$ cat src/rtl/axi_lite_arbiter_2to1.sv
// Two-master to one-slave AXI4-Lite arbiter with independent write and read grants.
// Define AXIL_ARB_FIXED_PRIO_EN for fixed priority (master 0 wins); round-robin otherwise.
module axi_lite_arbiter_2to1 #(
    parameter int ADDR_W = 32,
    parameter int DATA_W = 32
) (
    input  logic                  aclk,
    input  logic                  areset_n,
    input  logic [ADDR_W-1:0]     m0_awaddr,
    input  logic [2:0]            m0_awprot,
    input  logic                  m0_awvalid,
    output logic                  m0_awready,
    input  logic [DATA_W-1:0]     m0_wdata,
    input  logic [DATA_W/8-1:0]   m0_wstrb,
    input  logic                  m0_wvalid,
    output logic                  m0_wready,
    output logic [1:0]            m0_bresp,
    output logic                  m0_bvalid,
    input  logic                  m0_bready,
    input  logic [ADDR_W-1:0]     m0_araddr,
    input  logic [2:0]            m0_arprot,
    input  logic                  m0_arvalid,
    output logic                  m0_arready,
    output logic [DATA_W-1:0]     m0_rdata,
    output logic [1:0]            m0_rresp,
    output logic                  m0_rvalid,
    input  logic                  m0_rready,
    input  logic [ADDR_W-1:0]     m1_awaddr,
    input  logic [2:0]            m1_awprot,
    input  logic                  m1_awvalid,
    output logic                  m1_awready,
    input  logic [DATA_W-1:0]     m1_wdata,
    input  logic [DATA_W/8-1:0]   m1_wstrb,
    input  logic                  m1_wvalid,
    output logic                  m1_wready,
    output logic [1:0]            m1_bresp,
    output logic                  m1_bvalid,
    input  logic                  m1_bready,
    input  logic [ADDR_W-1:0]     m1_araddr,
    input  logic [2:0]            m1_arprot,
    input  logic                  m1_arvalid,
    output logic                  m1_arready,
    output logic [DATA_W-1:0]     m1_rdata,
    output logic [1:0]            m1_rresp,
    output logic                  m1_rvalid,
    input  logic                  m1_rready,
    output logic [ADDR_W-1:0]     s_awaddr,
    output logic [2:0]            s_awprot,
    output logic                  s_awvalid,
    input  logic                  s_awready,
    output logic [DATA_W-1:0]     s_wdata,
    output logic [DATA_W/8-1:0]   s_wstrb,
    output logic                  s_wvalid,
    input  logic                  s_wready,
    input  logic [1:0]            s_bresp,
    input  logic                  s_bvalid,
    output logic                  s_bready,
    output logic [ADDR_W-1:0]     s_araddr,
    output logic [2:0]            s_arprot,
    output logic                  s_arvalid,
    input  logic                  s_arready,
    input  logic [DATA_W-1:0]     s_rdata,
    input  logic [1:0]            s_rresp,
    input  logic                  s_rvalid,
    output logic                  s_rready,
    output logic [1:0]            wr_grant,
    output logic [1:0]            rd_grant
);

    typedef enum logic {W_IDLE, W_BUSY} wr_state_t;
    typedef enum logic {R_IDLE, R_BUSY} rd_state_t;

    wr_state_t  wr_state, wr_state_next;
    rd_state_t  rd_state, rd_state_next;
    logic [1:0] wr_req, rd_req, wr_grant_next, rd_grant_next;
    logic       aw_done, w_done, ar_done;
    logic       wr_last, rd_last;
    logic       wr_release, rd_release;

    // On a tie the master that did not win last time is chosen.
    function automatic logic [1:0] pick(input logic [1:0] req, input logic last);
        if (req == 2'b11) return last ? 2'b01 : 2'b10;
        return req;
    endfunction

    assign wr_req     = {m1_awvalid, m0_awvalid};
    assign rd_req     = {m1_arvalid, m0_arvalid};
    assign wr_release = (wr_state == W_BUSY) && s_bvalid && s_bready;
    assign rd_release = (rd_state == R_BUSY) && s_rvalid && s_rready;

    always_comb begin
        wr_state_next = wr_state;
        wr_grant_next = wr_grant;
        case (wr_state)
            W_IDLE: if (wr_req != 2'b00) begin
                wr_state_next = W_BUSY;
                wr_grant_next = pick(wr_req, wr_last);
            end
            W_BUSY: if (wr_release) begin
                wr_state_next = W_IDLE;
                wr_grant_next = 2'b00;
            end
            default: ;
        endcase
    end

    always_comb begin
        rd_state_next = rd_state;
        rd_grant_next = rd_grant;
        case (rd_state)
            R_IDLE: if (rd_req != 2'b00) begin
                rd_state_next = R_BUSY;
                rd_grant_next = pick(rd_req, rd_last);
            end
            R_BUSY: if (rd_release) begin
                rd_state_next = R_IDLE;
                rd_grant_next = 2'b00;
            end
            default: ;
        endcase
    end

    always_ff @(posedge aclk or negedge areset_n) begin
        if (!areset_n) begin
            wr_state <= W_IDLE;
            wr_grant <= 2'b00;
            aw_done  <= 1'b0;
            w_done   <= 1'b0;
            rd_state <= R_IDLE;
            rd_grant <= 2'b00;
            ar_done  <= 1'b0;
        end else begin
            wr_state <= wr_state_next;
            wr_grant <= wr_grant_next;
            rd_state <= rd_state_next;
            rd_grant <= rd_grant_next;
            if (wr_release) begin
                aw_done <= 1'b0;
                w_done  <= 1'b0;
            end else begin
                if (s_awvalid && s_awready) aw_done <= 1'b1;
                if (s_wvalid && s_wready)   w_done  <= 1'b1;
            end
            if (rd_release)                  ar_done <= 1'b0;
            else if (s_arvalid && s_arready) ar_done <= 1'b1;
        end
    end

`ifdef AXIL_ARB_FIXED_PRIO_EN
    assign wr_last = 1'b1;
    assign rd_last = 1'b1;
`else
    always_ff @(posedge aclk or negedge areset_n) begin
        if (!areset_n) begin
            wr_last <= 1'b1;
            rd_last <= 1'b1;
        end else begin
            if (wr_state == W_IDLE && wr_req != 2'b00) wr_last <= wr_grant_next[1];
            if (rd_state == R_IDLE && rd_req != 2'b00) rd_last <= rd_grant_next[1];
        end
    end
`endif

    // Write path: request channels muxed by the registered grant, masked once accepted.
    assign s_awaddr   = wr_grant[1] ? m1_awaddr : (wr_grant[0] ? m0_awaddr : '0);
    assign s_awprot   = wr_grant[1] ? m1_awprot : (wr_grant[0] ? m0_awprot : 3'b000);
    assign s_awvalid  = !aw_done && ((wr_grant[0] && m0_awvalid) || (wr_grant[1] && m1_awvalid));
    assign m0_awready = wr_grant[0] && !aw_done && s_awready;
    assign m1_awready = wr_grant[1] && !aw_done && s_awready;
    assign s_wdata    = wr_grant[1] ? m1_wdata : (wr_grant[0] ? m0_wdata : '0);
    assign s_wstrb    = wr_grant[1] ? m1_wstrb : (wr_grant[0] ? m0_wstrb : '0);
    assign s_wvalid   = !w_done && ((wr_grant[0] && m0_wvalid) || (wr_grant[1] && m1_wvalid));
    assign m0_wready  = wr_grant[0] && !w_done && s_wready;
    assign m1_wready  = wr_grant[1] && !w_done && s_wready;
    assign s_bready   = (wr_grant[0] && m0_bready) || (wr_grant[1] && m1_bready);
    assign m0_bvalid  = wr_grant[0] && s_bvalid;
    assign m1_bvalid  = wr_grant[1] && s_bvalid;
    assign m0_bresp   = wr_grant[0] ? s_bresp : 2'b00;
    assign m1_bresp   = wr_grant[1] ? s_bresp : 2'b00;

    // Read path
    assign s_araddr   = rd_grant[1] ? m1_araddr : (rd_grant[0] ? m0_araddr : '0);
    assign s_arprot   = rd_grant[1] ? m1_arprot : (rd_grant[0] ? m0_arprot : 3'b000);
    assign s_arvalid  = !ar_done && ((rd_grant[0] && m0_arvalid) || (rd_grant[1] && m1_arvalid));
    assign m0_arready = rd_grant[0] && !ar_done && s_arready;
    assign m1_arready = rd_grant[1] && !ar_done && s_arready;
    assign s_rready   = (rd_grant[0] && m0_rready) || (rd_grant[1] && m1_rready);
    assign m0_rvalid  = rd_grant[0] && s_rvalid;
    assign m1_rvalid  = rd_grant[1] && s_rvalid;
    assign m0_rdata   = rd_grant[0] ? s_rdata : '0;
    assign m1_rdata   = rd_grant[1] ? s_rdata : '0;
    assign m0_rresp   = rd_grant[0] ? s_rresp : 2'b00;
    assign m1_rresp   = rd_grant[1] ? s_rresp : 2'b00;

endmodule
$ cat config.mk
export PLATFORM = sky130hd
export DESIGN_NAME = axi_lite_arbiter_2to1
export DESIGN_NICKNAME = d
export VERILOG_FILES = /design/src/rtl/axi_lite_arbiter_2to1.sv
export SDC_FILE = /design/constraint.sdc
export NUM_CORES = 1
export LEC_CHECK = 0
export BUFFER_PORTS_ARGS = -buffer_cell sky130_fd_sc_hd__buf_4
export CAP_MARGIN = 40
export CORE_AREA = 4 4 177 179
export DETAILED_ROUTE_END_ITERATION = 6
export DIE_AREA = 0 0 181 183
export MAX_ROUTING_LAYER = met4
export PLACE_DENSITY_LB_ADDON = 0.3
export SETUP_SLACK_MARGIN = 0.3
export SLEW_MARGIN = 0
export SYNTH_ARGS = -nofsm -noshare
export SYNTH_HDL_FRONTEND = slang
export SYNTH_SLANG_ARGS = --single-unit
$ cat constraint.sdc
create_clock -name aclk -period 1.4 [get_ports aclk]
set_input_delay 0.14 -clock aclk [delete_from_list [all_inputs] [get_ports aclk]]
set_output_delay 0.14 -clock aclk [all_outputs]
set_load 0.01 [all_outputs]
==> impl_metrics.env <==
export IMPL_status="finished, violations left"
export IMPL_violations="negative setup slack"
export IMPL_min_to="aw_done"
export IMPL_synthMuxAreaShare_pct=0
export IMPL_leakage_nw=3.78
export IMPL_vias=4416
export IMPL_worst_pin_slew_ns=0.331
export IMPL_synth_xor_area_share_pct=0
export IMPL_syn_mean_instance_area_um2=8.19
export IMPL_syn_num_nets=540
export IMPL_slew_headroom_pct=77.8
export IMPL_globalplace_congestion=0.839
export IMPL_whs_path_depth=3
export IMPL_min_path_type="primary input to flip-flop"
export IMPL_synthCells=275
export IMPL_synth_seq_cells=11
export IMPL_rsz0062_at_grt="true"
export IMPL_critical_path_class="flip-flop to output port"
export IMPL_ir_worst_vdd_mv=0.503
export IMPL_rr_worst_depth=5
export IMPL_hpwl_mm=20.8
export IMPL_start_util_pct=7.61
export IMPL_grt_usage_pct=13.7
export IMPL_viasPerCell=3.86
export IMPL_finalNetCount=1018
export IMPL_yosysSeqAreaShare_pct=12.3
export IMPL_r2r_end="wr_grant[1]"
export IMPL_drive_above_1_share_pct=75.9
export IMPL_crit_path_max_fanout=5
export IMPL_fmax_ghz=0.626
export IMPL_port_buffers=461
export IMPL_yosys_area_share_adder_pct=0
export IMPL_die_w_um=181
export IMPL_final_cell_mix="buf_4, buf_6, a22o_1"
export IMPL_synth_simple_area_share_pct=29.1
export IMPL_r2r_start="wr_grant[1]"
export IMPL_maxCapViolCount=0
export IMPL_arrival_ns=1.46
export IMPL_cts_buffers=3
export IMPL_cp_required_ns=1.26
export IMPL_drv_slew=0
export IMPL_cts_sinks=11
export IMPL_antenna_found_initial=2
export IMPL_cts_tree="built"
export IMPL_rows=63
export IMPL_dr_pass1_iters=4
export IMPL_die_h_um=183
export IMPL_period_minus_slack_ns=1.60
export IMPL_routed_wl_mm=24.5
export IMPL_cts_root_buf="clkbuf_16"
export IMPL_hold_start="s_awready"
export IMPL_grt_pass1_wl_mm=32.9
export IMPL_route_detailed_drc=0
export IMPL_critPathLaunchType="flip-flop"
export IMPL_clk_latency_ns=0.25
export IMPL_final_common_cell="buf_4"
export IMPL_setup_viol=141
export IMPL_design_area_um2=7410
export IMPL_p_total_mw=13.9
export IMPL_cts_reportedPaths_clkPinSlew_ns=0.05
export IMPL_clockBufferDepth=2
export IMPL_r2r_slack_ns=0.01
export IMPL_yosys_warnings=0
export IMPL_grt_remaining_overflow=0
export IMPL_synth_area_um2=2250
export IMPL_grt_pass1_vias=4728
export IMPL_grt_start_max_net_pins=33
export IMPL_synth_top_family_by_area="compound AO/OA/AOI/OAI gates"
export IMPL_core_um2=29600
export IMPL_post_route_period_util_pct=114
export IMPL_worst_setup_path_end_kind="output port"
export IMPL_wire_per_inst_um=21.4
export IMPL_placed_cell_area_um2=6170
export IMPL_synth_compound_area_share_pct=47.5
export IMPL_ant_nets=0
export IMPL_h_tree_depth=1
export IMPL_die_area_um2=33100
export IMPL_area_growth_pct=229
export IMPL_drtIter0Drc=122
export IMPL_ios=462
export IMPL_finalHoldWorstSlack_ns=0.168
export IMPL_synth_distinct_cells=28
export IMPL_finalClockSkew_ns=0.000817
export IMPL_fin_ws_ns=-0.199
export IMPL_hold_violations=0
export IMPL_powerDensity_nw_per_um2=1870
## area by class of cell
type | count | area, µm²
fillers | 3244 | 22100
flip-flops and latches | 11 | 282
multi-input cells | 229 | 1920
clock buffers | 4 | 78.8
well taps | 390 | 488
repair buffers | 507 | 4640
inverters | 1 | 3.75
diodes | 2 | 5.00
## metal layers
metal / vias up / global-route usage, % / wire, µm
li1: 2013 / - / -
met1: 2075 / 15.1 / 9440
met2: 312 / 24.8 / 12600
met3: 16 / 3.23 / 1930
met4: 0 / 3.90 / 537
met5: - / - / 0
## report_power, final
group / switching, mW / internal (mW)
registers: 0.169 / 0.494
clock network: 0.161 / 0.385
logic: 5.36 / 7.29
total: 5.69 / 8.17
## stage by stage
step | TNS [ns] | worst slack, ns | std cells | utilization (%)
finish | -18.35 | -0.199 | 1144 | 25.1
global route | -26.59 | -0.252 | 1144 | 25.1
CTS | -19.95 | -0.212 | 1131 | 23.8
detailed placement | 0 | 0.0300 | 1108 | 20.9
global placement | 0 | 0.0203 | 1108 | 20.9
floorplan | 0 | 0.141 | 275 | -
## kinds of logic after synthesis
family                 after synthesis
AOI/OAI and AO/OA                  125
and+or+nand+nor                    104
buffers and inverters               35
DFF                                 11
## worst max path at each step
stage / startpoint / end / slack, ns
global placement: rd_grant[1] / s_araddr[10] / 0.02
global route: rd_grant[1] / s_araddr[25] / -0.25
floorplan: wr_grant[0] / s_awaddr[0] / 0.14
CTS: wr_grant[1] / s_wdata[14] / -0.21
detailed placement: rd_grant[1] / s_araddr[29] / 0.03
finish: wr_grant[1] / s_awaddr[31] / -0.20
## synth_stat cells, drive strengths merged
cell,n,share of area (%)
a22o,109,42
and2,76,21
buf,23,8.8
clkbuf,11,2.1
dfrtp,9,10
and3b,6,2.3
nor2b,6,2.0
a21oi,5,1.1
nand2,5,0.83
nand2b,5,1.4
nor2,4,0.67
o21ai,4,1.1
a22oi,2,0.89
dfstp,2,2.3
a21o,1,0.33
and3,1,0.50
inv,1,0.17
nor3,1,0.22
o211ai,1,0.33
o22a,1,0.39
o22ai,1,0.56
o32a,1,0.44
## registers in the layout, summed over array words and instances (netlist names)
name,count
wr_grant,2
rd_last,1
aw_done,1
wr_last,1
ar_done,1
wr_state,1
w_done,1
rd_grant,2
rd_state,1
## worst max-delay path: stages (launching register included)
cell and delay, ns:
dfrtp_2 0.44, nor2b_4 0.22, buf_12 0.16, clkbuf_16 0.14, a22o_1 0.12, buf_4 0.12
## what timing repair did
| action | 4_1_cts | 5_1_grt |
|---|---|---|
| hold endpoints to repair | 11 | 0 |
| hold buffers | 1 | 0 |
| pin swaps | 11 | 15 |
| buffers inserted | 10 | 5 |
| resized for setup | 146 | 42 |
| gates cloned | 8 | 6 |
| endpoints found under the setup margin | 205 | 206 |
(Power assumes the default switching activity.)
